==> src/rtl/ws_rx_decoder.sv <==
// ws_rx_decoder
// WS2812 single-wire NRZ receiver. data_in is synchronized, each high pulse
// is timed against thresholds derived from CLKHZ and classified as a 0 or 1
// bit, bits are packed MSB-first into 24-bit GRB pixels, and a long low gap
// closes the frame.
//
// Build option: define WS_RX_ERRCNT_EN to add a 16-bit saturating err_cnt
// output counting pulse-width errors and frames closed mid-pixel.
//
// state | meaning
// ------+---------------------------------------------------------------
// SYNC  | lost or not yet locked; waiting for a full reset-length low gap
// ARMED | gap seen; next rising edge starts a new frame
// HIGH  | timing a high pulse (one bit)
// LOW   | timing the low after a bit; long enough closes the frame

module ws_rx_decoder #(
  parameter logic [31:0] CLKHZ  = 32'd50_000_000,
  parameter int          WS_NUM = 16
) (
  input  logic                      external_clk,
  input  logic                      external_rstn,
  input  logic                      data_in,
  output logic [23:0]               pix_data,
  output logic [$clog2(WS_NUM)-1:0] pix_index,
  output logic                      pix_valid,
  output logic                      frame_done,
  output logic [$clog2(WS_NUM):0]   frame_len,
  output logic                      frame_ovf
`ifdef WS_RX_ERRCNT_EN
  ,
  output logic [15:0]               err_cnt
`endif
);

  localparam int IW = $clog2(WS_NUM);
  localparam int LW = IW + 1;

  localparam logic [15:0] TH_MIN = 16'(CLKHZ / 32'd5_000_000);
  localparam logic [15:0] TH_BIT = 16'((64'(CLKHZ) * 64'd3) / 64'd5_000_000);
  localparam logic [15:0] TH_MAX = 16'(CLKHZ / 32'd1_000_000);
  localparam logic [15:0] TH_RST = 16'(CLKHZ / 32'd20_000);

  localparam logic [LW-1:0] PIX_MAX  = LW'(WS_NUM);
  localparam logic [4:0]    LAST_BIT = 5'd23;

  typedef enum logic [1:0] {
    SYNC  = 2'd0,
    ARMED = 2'd1,
    HIGH  = 2'd2,
    LOW   = 2'd3
  } state_t;

  logic [1:0]    sync_q, sync_d;
  logic          din;

  state_t        state_q, state_d;
  logic [15:0]   cnt_q, cnt_d;
  logic [15:0]   cnt_inc;
  logic [4:0]    bitcnt_q, bitcnt_d;
  logic [LW-1:0] pixcnt_q, pixcnt_d;
  logic [23:0]   word_q, word_d;
  logic          ovf_acc_q, ovf_acc_d;

  logic [23:0]   pix_data_q, pix_data_d;
  logic [IW-1:0] pix_index_q, pix_index_d;
  logic          pix_valid_q, pix_valid_d;
  logic          frame_done_q, frame_done_d;
  logic [LW-1:0] frame_len_q, frame_len_d;
  logic          frame_ovf_q, frame_ovf_d;

  logic          bit_v;
  logic [23:0]   word_new;

`ifdef WS_RX_ERRCNT_EN
  logic          err_ev;
  logic [15:0]   err_cnt_q, err_cnt_d;
`endif

  assign sync_d = {sync_q[0], data_in};
  assign din    = sync_q[1];

  // Width counter never wraps; a stuck line parks at all-ones.
  assign cnt_inc = (&cnt_q) ? cnt_q : cnt_q + 16'd1;

  // Next-state, pulse timing, bit packing and frame bookkeeping.
  always_comb begin
    state_d      = state_q;
    cnt_d        = cnt_q;
    bitcnt_d     = bitcnt_q;
    pixcnt_d     = pixcnt_q;
    word_d       = word_q;
    ovf_acc_d    = ovf_acc_q;
    pix_data_d   = pix_data_q;
    pix_index_d  = pix_index_q;
    pix_valid_d  = 1'b0;
    frame_done_d = 1'b0;
    frame_len_d  = frame_len_q;
    frame_ovf_d  = frame_ovf_q;
    bit_v        = (cnt_q >= TH_BIT);
    word_new     = {word_q[22:0], bit_v};
`ifdef WS_RX_ERRCNT_EN
    err_ev       = 1'b0;
`endif

    unique case (state_q)
      SYNC: begin
        if (din) begin
          cnt_d = 16'd0;
        end else if (cnt_inc >= TH_RST) begin
          state_d = ARMED;
          cnt_d   = 16'd0;
        end else begin
          cnt_d = cnt_inc;
        end
      end

      ARMED: begin
        if (din) begin
          state_d   = HIGH;
          cnt_d     = 16'd1;
          bitcnt_d  = 5'd0;
          pixcnt_d  = '0;
          word_d    = 24'd0;
          ovf_acc_d = 1'b0;
        end
      end

      HIGH: begin
        if (din) begin
          // Abort as soon as the pulse is too long rather than at its end.
          if (cnt_inc > TH_MAX) begin
            state_d = SYNC;
            cnt_d   = 16'd0;
`ifdef WS_RX_ERRCNT_EN
            err_ev  = 1'b1;
`endif
          end else begin
            cnt_d = cnt_inc;
          end
        end else if (cnt_q < TH_MIN || cnt_q > TH_MAX) begin
          // This falling-edge cycle already counts toward the resync gap.
          state_d = SYNC;
          cnt_d   = 16'd1;
`ifdef WS_RX_ERRCNT_EN
          err_ev  = 1'b1;
`endif
        end else begin
          state_d = LOW;
          cnt_d   = 16'd1;
          word_d  = word_new;
          if (bitcnt_q == LAST_BIT) begin
            bitcnt_d = 5'd0;
            if (pixcnt_q < PIX_MAX) begin
              pix_valid_d = 1'b1;
              pix_data_d  = word_new;
              pix_index_d = pixcnt_q[IW-1:0];
              pixcnt_d    = pixcnt_q + LW'(1);
            end else begin
              ovf_acc_d = 1'b1;
            end
          end else begin
            bitcnt_d = bitcnt_q + 5'd1;
          end
        end
      end

      LOW: begin
        if (din) begin
          state_d = HIGH;
          cnt_d   = 16'd1;
        end else if (cnt_inc >= TH_RST) begin
          state_d  = ARMED;
          cnt_d    = 16'd0;
          bitcnt_d = 5'd0;
          pixcnt_d = '0;
          if (bitcnt_q != 5'd0 || pixcnt_q != '0) begin
            frame_done_d = 1'b1;
            frame_len_d  = pixcnt_q;
            frame_ovf_d  = ovf_acc_q;
          end
`ifdef WS_RX_ERRCNT_EN
          if (bitcnt_q != 5'd0) begin
            err_ev = 1'b1;
          end
`endif
        end else begin
          cnt_d = cnt_inc;
        end
      end

      default: begin
        state_d = SYNC;
        cnt_d   = 16'd0;
      end
    endcase
  end

  // Synchronizer, FSM and output registers.
  always_ff @(posedge external_clk) begin
    if (!external_rstn) begin
      sync_q       <= 2'b00;
      state_q      <= SYNC;
      cnt_q        <= 16'd0;
      bitcnt_q     <= 5'd0;
      pixcnt_q     <= '0;
      word_q       <= 24'd0;
      ovf_acc_q    <= 1'b0;
      pix_data_q   <= 24'd0;
      pix_index_q  <= '0;
      pix_valid_q  <= 1'b0;
      frame_done_q <= 1'b0;
      frame_len_q  <= '0;
      frame_ovf_q  <= 1'b0;
    end else begin
      sync_q       <= sync_d;
      state_q      <= state_d;
      cnt_q        <= cnt_d;
      bitcnt_q     <= bitcnt_d;
      pixcnt_q     <= pixcnt_d;
      word_q       <= word_d;
      ovf_acc_q    <= ovf_acc_d;
      pix_data_q   <= pix_data_d;
      pix_index_q  <= pix_index_d;
      pix_valid_q  <= pix_valid_d;
      frame_done_q <= frame_done_d;
      frame_len_q  <= frame_len_d;
      frame_ovf_q  <= frame_ovf_d;
    end
  end

`ifdef WS_RX_ERRCNT_EN
  // Saturating error count.
  always_comb begin
    err_cnt_d = err_cnt_q;
    if (err_ev && err_cnt_q != 16'hFFFF) begin
      err_cnt_d = err_cnt_q + 16'd1;
    end
  end

  // Error counter register.
  always_ff @(posedge external_clk) begin
    if (!external_rstn) begin
      err_cnt_q <= 16'd0;
    end else begin
      err_cnt_q <= err_cnt_d;
    end
  end

  assign err_cnt = err_cnt_q;
`endif

  assign pix_data   = pix_data_q;
  assign pix_index  = pix_index_q;
  assign pix_valid  = pix_valid_q;
  assign frame_done = frame_done_q;
  assign frame_len  = frame_len_q;
  assign frame_ovf  = frame_ovf_q;

endmodule

==> config.mk <==
export PLATFORM = sky130hd
export DESIGN_NAME = ws_rx_decoder
export DESIGN_NICKNAME = d
export VERILOG_FILES = /design/src/rtl/ws_rx_decoder.sv
export SDC_FILE = /design/constraint.sdc
export NUM_CORES = 1
export LEC_CHECK = 0
export CAP_MARGIN = 40
export CORE_MARGIN = 1
export CORE_UTILIZATION = 55
export CTS_BUF_LIST = sky130_fd_sc_hd__clkbuf_4
export DETAILED_ROUTE_END_ITERATION = 6
export GPL_TIMING_DRIVEN = 0
export PLACE_DENSITY = 0.77
export SYNTH_ARGS = -nofsm -noshare
export SYNTH_HDL_FRONTEND = slang
export SYNTH_SLANG_ARGS = --single-unit
==> constraint.sdc <==
create_clock -name external_clk -period 6 [get_ports external_clk]
set_input_delay 1.5 -clock external_clk [delete_from_list [all_inputs] [get_ports external_clk]]
set_output_delay 1.5 -clock external_clk [all_outputs]
set_load 0.02 [all_outputs]
==> flow_summary.toml, run 1 <==
[worst_setup_path]
crit_arrival_ps = 3760
path_class = "reg -> reg"
cp-end-kind = "flop"
path_buf_inv = 1
crit_chain = "ha_1 > nand3_2 > nor4_4 > mux2_1 > a211oi_1 > nor4_1 > nand4b_1 > buf_4 > nand2_1 > o221a_2"
crit_required_ps = 6350
crit_path_max_incr_delay_ps = 560
cpMaxStageDelayCell = "nor4_4"
cp-startpoint = "cnt_q[1]"
worstPathMaxFanout = 10
path_delay_family = "simple AND/OR/NAND/NOR gates"
crit_path_start_kind = "flop"
rr_startpoint = "cnt_q[1]"

[floorplanning]
core_um2 = 7727
die_area_um2 = 8321
rows = 32
start_util = 0.5665
die_x_um = 91.22
die_h_um = 91.22
io_pins = 39

[logic_synthesis]
synth_warnings = 0
synth_nets = 544
synth.top_cell.area_share = 0.4115
post-synth-top-count-cell = "nand2_1"
ys_seq_elements = 90
async_reset_ff_frac = 0
synth_commonest_cells = "nand2_1 (119), dfxtp_1 (90), a21boi_0 (51), nand3_1 (37), nor2_1 (25)"
synthesis.area_um2 = 4378
synth_seq_area_share = 0.4115
synth_cell_type_count = 65
synth.area.top_cells = "dfxtp_1 (41%), nand2_1 (10%), a21boi_0 (8.7%), nand3_1 (4.2%), a21oi_1 (2.3%)"
synth_edf_count = 0
syn_area_per_cell_um2 = 8.183
yosysTopAreaCell = "dfxtp_1"
synth_ff_type = "dfxtp_1"
synth_cells = 535

[pwr]
p_per_area_nw_per_um2 = 211.6
power.leakage_nw = 1.834
vdd_drop_max_mv = 0.1697

[finish]
antenna_cells = 0
area_delta_synth_final_pct = 16.18
layout-drive-gt1-share = 0.08983
nNetsFinal = 594
design_area_um2 = 5086
final-instance-count-excl-fill = 692

[clock_network]
cts_tree = "built"
cts_resized = 0
cts_sinks = 90
post_cts_buffers = 0
cts_buffer_depth = 2
cts_root_buf = "clkbuf_4"
clk_pin_slew_ps = 140
cts_buffers = 9
clock_latency_ps = 450
cts_htree_levels = 3
ctsHoldBuffers = 0

[timing]
fmax_mhz = 293.1
slew_headroom = 0.5039
rsz0062_at_grt = "false"
worst_pin_slew_ps = 741.4
drv_slew = 0
fin_skew_ps = 24.42
fin_crit_ps = 3411
hold_slack_ps = 464.8
finalSetupViolations = 0
hold_viol = 0
finalSetupTns_ps = 0
fin_crit_sh = 0.5686

[place]
placed_cell_area_um2 = 4891
hpwl_um = 7374
place_congestion = 0.9149
placed_cells = 676
port_buffers = 38

[global_route]
grt_max_degree = 17
grt_use_total = 0.2592
grt_pass1_wl_um = 17320
grt_pass1_vias = 3597
antenna_found_initial = 0
grt_remaining_overflow = 0

[route]
drt-total-wl_um = 10520
drt_iter0_drc = 232
ant_nets = 0
num_vias = 3973
avgViaCountPerCell = 5.741
dr.pass1.iters = 5
drc = 0
wl_per_cell_um = 15.20

[outcome]
status = "complete, no violations"

[hold_path]
worstHoldStart = "sync_q[0]"
worstHoldPathType = "reg -> reg"

[run]
drv_cap = 0
## through the flow
stage	power (W)	util	setup WS, ps
finish	0.001076	0.6582	2589
global route	0.001113	0.6582	2426
CTS	0.001081	0.6582	2642
detailed placement	0.0006531	0.6329	2617
global placement	0.0006520	0.6323	2650
floorplan	0.0006416	-	3241
## power breakdown
part           switching (W)  internal, W  leakage (nW)
Combinational      0.0000219    0.0000157          1.01
Sequential        0.00000293     0.000600         0.725
Clock               0.000220     0.000215         0.101
## kinds of logic after synthesis
family,Yosys count,share of synthesized area
and+or+nand+nor,250,0.2761
AOI/OAI and AO/OA,127,0.2083
DFF,90,0.4115
buffers and inverters,48,0.05316
muxes,9,0.02372
adders and majority gates,6,0.01715
xor gates and xnor gates,5,0.01000
## registers in the layout, summed over array words and instances (netlist names)
register    count
sync_q          2
pix_index       4
pix_valid       1
cnt_q          16
frame_done      1
frame_len       5
pixcnt_q        5
ovf_acc_q       1
pix_data       24
word_q         23
bitcnt_q        5
state_q         2
frame_ovf       1
## final cells by class
type / instances / area (um2)
flip-flops and latches: 90 / 1802
multi-input cells: 397 / 2344
clock inverters: 7 / 127.6
repair buffers: 39 / 385.4
plain buffers: 40 / 202.7
clock buffers: 9 / 67.56
well taps: 102 / 127.6
inverters: 8 / 30.03
fillers: 667 / 2641
## final timing paths
check	end	slack, ps	cells after the start
setup / recovery	cnt_q[5]	2590	10
hold / removal	sync_q[1]	460	1
setup reg to reg	cnt_q[5]	2590	10
hold reg to reg	sync_q[1]	460	1
## metal layers
metal,wire [um],up-vias,track usage
li1,-,1960,-
met1,4985,1883,0.3461
met2,4795,114,0.4173
met3,569,16,0.05193
met4,167,0,0.08995
met5,0,-,0
## placed cells by master (no fill, tap or decap), types with 4 or more instances in the layout
cell type / count
nand2_1: 119
dfxtp_1: 90
a21boi_0: 51
clkdlybuf4s50_1: 38
nand3_1: 37
nor2_1: 25
clkbuf_1: 24
a21oi_1: 20
nor3_1: 13
o21ai_0: 12
and2_1: 11
and3_1: 9
clkbuf_4: 9
inv_1: 8
buf_4: 8
mux2i_1: 7
ha_1: 6
a31oi_1: 5
o21a_1: 5
a22oi_1: 5
buf_2: 4
or3_1: 4
a31o_2: 4
Power figures use the tool's default switching activity.
==> inputs of run 2 (changes only) <==
Clock period 6 ns to 3.48 ns, I/O delays scaled along.
==> run 2 against run 1 <==
Against the previous run: global-route usage unchanged; utilization is 0.19 points higher; clock skew decreased by 2.7 ps; combinational power increased by 73%; die area unchanged; power is 73% higher; cell count is 0.29% higher; critical path depth did not move; largest cell class unchanged; highest routed layer unchanged.
==> flow_summary.toml, run 2 (same netlist as run 1, synthesis figures left out) <==
[outcome]
status = "complete, no violations"

[timing]
fin_skew_ps = 21.68
worst_pin_slew_ps = 758.7
final.setup.worst_slack_ps = 251.3
fin_crit_sh = 0.9278
hold_viol = 0
slew_headroom = 0.4923
fin_crit_ps = 3229
finalSetupViolations = 0
finalSetupTns_ps = 0
rsz0062_at_grt = "false"
fmax_mhz = 309.7
drv_slew = 0

[route]
num_vias = 3941
ant_nets = 0
drt_iter0_drc = 288
dr.pass1.iters = 4
wl_per_cell_um = 15.06
drt-total-wl_um = 10450
drc = 0
avgViaCountPerCell = 5.679

[global_route]
grt_pass1_vias = 3597
grt_remaining_overflow = 0
use_met1 = 0.3461
grt_use_total = 0.2592
grt_util_met3 = 0.05193
grt_max_degree = 17
antenna_found_initial = 0
grt_pass1_wl_um = 17320
use_met2 = 0.4173
top_usage_layer = "met2"

[worst_setup_path]
path_class = "reg -> reg"
crit_chain = "ha_1 > nand3_2 > nor4_4 > mux2_1 > a211oi_1 > nor4_1 > nand4b_1 > buf_4 > nand2_1 > o221a_2"
crit_path_start_kind = "flop"
cpMaxStageDelayCell = "dfxtp_1"
cp.depth = 10
reg2reg_to = "cnt_q[5]"
worstPathMaxFanout = 10
r2r_cells = 10
cp-end-kind = "flop"
crit_arrival_ps = 3580
rrSetupSlack_ps = 250
path_delay_family = "simple AND/OR/NAND/NOR gates"
rr_startpoint = "cnt_q[1]"
path_buf_inv = 1
crit_path_max_incr_delay_ps = 510
crit_required_ps = 3830

[finish]
final_common_cell = "nand2_1"
layout.cells.most_common_list = "nand2_1 (119), dfxtp_1 (90), a21boi_0 (51), clkdlybuf4s50_1 (38), nand3_1 (37)"
largest_reg_flops = 24
antenna_cells = 0
postLayoutCoreUtil = 0.6601
layout-drive-gt1-share = 0.09291
fillers = 666
area_delta_synth_final_pct = 16.52
nNetsFinal = 596

[clock_network]
clock_latency_ps = 450
cts_buffers = 9
cts_sinks = 90
clk_pin_slew_ps = 140
cts_root_buf = "clkbuf_4"
cts_tree = "built"
cts_resized = 0
cts_htree_levels = 3
cts_buffer_depth = 2

[pwr]
power_frac_comb = 0.035
vdd_drop_max_mv = 0.2928
p_total_w = 0.001857
clkPwrFrac = 0.405
p_int_w = 0.001433
pwr-share-seq = 0.560
p_switching_w = 0.0004242
p_sw_frac = 0.2284
p_per_area_nw_per_um2 = 364.0
power.leakage_nw = 1.845

[hold_path]
hold_path_end = "sync_q[1]"
worstHoldStart = "sync_q[0]"
worstHoldPathType = "reg -> reg"
hold_depth = 1

[place]
hpwl_um = 7374
place_congestion = 0.9149
post-place-ws_ps = 141.3
port_buffers = 38

[floorplanning]
rows = 32
start_util = 0.5665
io_pins = 39
die_area_um2 = 8321
core_um2 = 7727
die_x_um = 91.22
die_h_um = 91.22

[run]
drv_cap = 0
==> run 2: cell count changes in the layout (fill, tap and decap cells not counted), sizes merged <==
cell,delta
buf,+2
==> run 2: worst max-delay path by stage <==
stage / slack, ps / from / to
floorplan: 720 / cnt_q[1] / cnt_q[5]
global placement: 140 / cnt_q[1] / cnt_q[5]
detailed placement: 140 / cnt_q[1] / cnt_q[5]
CTS: 120 / cnt_q[1] / cnt_q[5]
global route: 100 / cnt_q[1] / cnt_q[5]
finish: 250 / cnt_q[1] / cnt_q[5]
==> run 2: area by class of cell <==
class,count,area (um2),share of cell area
clock buffers,9,67.56,0.01325
clock inverters,7,127.6,0.02502
well taps,102,127.6,0.02502
inverters,8,30.03,0.005887
repair buffers,41,400.4,0.07849
plain buffers,40,202.7,0.03974
flip-flops and latches,90,1802,0.3532
multi-input cells,397,2344,0.4594
==> run 2: what timing repair did <==
item	in CTS	in global routing
hold buffers	0	0
buffers inserted	0	2
hold endpoints to repair	0	0
setup endpoints to repair	0	10
==> run 2: worst register-to-register path, delay by kind of cell (launching register included) <==
family	cells	cell delay, ps
AOI/OAI and AO/OA	2	600
adders and majority gates	1	370
buffers and inverters	1	250
DFF	1	510
muxes	1	360
and+or+nand+nor	5	1060
==> run 2: power by group through the flow <==
stage          registers, W   logic, W  clock network (W)
6_report            0.00104  0.0000649           0.000752
5_1_grt             0.00104  0.0000716           0.000806
4_1_cts             0.00104  0.0000642           0.000761
3_5_place_dp        0.00106  0.0000642                  0
3_3_place_gp        0.00106  0.0000627                  0
2_1_floorplan       0.00106  0.0000459                  0
==> run 2: per-layer routing <==
metal  vias up  part of all wire
met5         -                 0
met4         0             0.016
met3        15             0.055
met2       103              0.45
met1      1847              0.48
li1       1976                 -
==> run 2: metrics by stage <==
stage	hold WS, ps	instance area, um2	std cells
CTS	462.2	5086	692
floorplan	411.9	4378	535
global route	486.9	5101	694
global placement	416.0	4886	675
detailed placement	424.0	4891	676
finish	463.7	5101	694
==> inputs of run 3 (changes only) <==
Settings changed: PLACE_DENSITY 0.77 to 0.78.
==> run 3 against run 2 <==
Against the previous run: maximum frequency decreased by 1.3%; utilization decreased by 0.76 points; setup slack got worse by 44 ps; register-to-register slack got worse by 40 ps; wire length decreased by 0.84%; sequential share of layout area increased by 0.41 points; critical path depth unchanged; hold slack got worse by 13 ps; largest power group unchanged.
==> flow_summary.toml, run 3 (same netlist as run 1, synthesis figures left out) <==
[timing]
fin_crit_ps = 3272
slew_headroom = 0.4622
fmax_mhz = 305.6
drv_slew = 0
final.setup.worst_slack_ps = 207.7
rsz0062_at_grt = "false"
worst_pin_slew_ps = 803.8
finalSetupViolations = 0
hold_slack_ps = 451.2
fin_crit_sh = 0.9403
finalSetupTns_ps = 0
hold_viol = 0
fin_skew_ps = 30.92

[finish]
largest_reg_flops = 24
design_area_um2 = 5042
layout.cells.most_common_list = "nand2_1 (119), dfxtp_1 (90), a21boi_0 (51), clkdlybuf4s50_1 (38), nand3_1 (37)"
layout-drive-gt1-share = 0.09153
nNetsFinal = 594
final_common_cell = "nand2_1"
fillers = 670
antenna_cells = 0
area_delta_synth_final_pct = 15.18

[clock_network]
clock_latency_ps = 440
post_cts_buffers = 0
cts_buffer_depth = 2
cts_tree = "built"
ctsHoldBuffers = 0
cts_htree_levels = 3
cts_root_buf = "clkbuf_4"
clk_pin_slew_ps = 150
cts_buffers = 9
cts_sinks = 90
cts_resized = 0

[worst_setup_path]
rrSetupSlack_ps = 210
worstPathMaxFanout = 10
crit_path_max_incr_delay_ps = 510
crit_path_start_kind = "flop"
crit_arrival_ps = 3610
crit_chain = "ha_1 > nand3_2 > nor4_4 > mux2_1 > a211oi_1 > nor4_1 > nand4b_1 > buf_4 > nand2_1 > o221a_2"
path_class = "reg -> reg"
cp-startpoint = "cnt_q[1]"
crit_required_ps = 3820
cpMaxStageDelayCell = "dfxtp_1"
endpoint = "cnt_q[5]"
cp-end-kind = "flop"
r2r_cells = 10
rr_startpoint = "cnt_q[1]"
reg2reg_to = "cnt_q[5]"

[route]
drt_iter0_drc = 257
avgViaCountPerCell = 5.749
wl_per_cell_um = 14.98
drt-total-wl_um = 10360
dr.pass1.iters = 7
drc = 0
ant_nets = 0
num_vias = 3978

[pwr]
p_per_area_nw_per_um2 = 342.6
vdd_drop_max_mv = 0.2206
p_total_w = 0.001728
power.leakage_nw = 1.812

[global_route]
antenna_found_initial = 0
grt_pass1_vias = 3647
grt_use_total = 0.2588
grt_max_degree = 17
grt_pass1_wl_um = 17420
grt_remaining_overflow = 0

[outcome]
status = "complete, no violations"

[place]
place_congestion = 0.9290
post-place-ws_ps = 202.9
port_buffers = 38
hpwl_um = 7240
placed_cell_area_um2 = 4891

[run]
drv_cap = 0

[hold_path]
worstHoldPathType = "reg -> reg"
hold_depth = 1
worstHoldStart = "sync_q[0]"

[floorplanning]
die_x_um = 91.22
die_h_um = 91.22
io_pins = 39
rows = 32
core_um2 = 7727
start_util = 0.5665
die_area_um2 = 8321
[run 3: cell count changes in the layout (fill, tap and decap cells not counted), sizes merged]
cell and delta:
bufinv -2, clkbuf +1, buf -2, clkinvlp +1
[run 3: critical path, delay by kind of cell (launching register included)]
kind                     cells  cell delay (ps)
multiplexers                 1              370
buffers and inverters        1              250
adder cells (fa/ha/maj)      1              340
flip-flops                   1              510
AND/OR/NAND/NOR              5             1100
AO/OA/AOI/OAI                2              610
[run 3: routing by layer]
metal	vias to the layer above	wire [um]	track usage
met5	-	0	0
met4	0	287	0.1138
met3	21	602	0.04774
met2	150	4599	0.4085
met1	1844	4874	0.3456
li1	1963	-	-
[run 3: per-stage QoR]
step	utilization	instances
2_1_floorplan	-	535
3_3_place_gp	0.6323	675
3_5_place_dp	0.6329	676
4_1_cts	0.6525	692
5_1_grt	0.6525	692
6_report	0.6525	692
[run 3: area by class of cell]
cell class                      instances  area (um2)  share of cell area
Clock buffer                           10       75.07             0.01489
Buffer                                 40       202.7             0.04020
Tap cell                              102       127.6             0.02531
Timing Repair Buffer                   39       385.4             0.07643
Inverter                                8       30.03            0.005955
Clock inverter                          6       76.32             0.01514
Sequential cell                        90        1802              0.3573
Multi-Input combinational cell        397        2344              0.4648
[run 3: worst min path at each step]
stage	to	slack, ps
3_5_place_dp	sync_q[1]	420
5_1_grt	sync_q[1]	480
6_report	sync_q[1]	450
4_1_cts	sync_q[1]	450
3_3_place_gp	sync_q[1]	420
2_1_floorplan	sync_q[1]	410
[run 3: report_power, final]
part | internal [W] | switching [W] | leakage, nW
Combinational | 0.0000270 | 0.0000376 | 1.01
Clock | 0.000236 | 0.000387 | 0.0797
Sequential | 0.00103 | 0.00000483 | 0.725
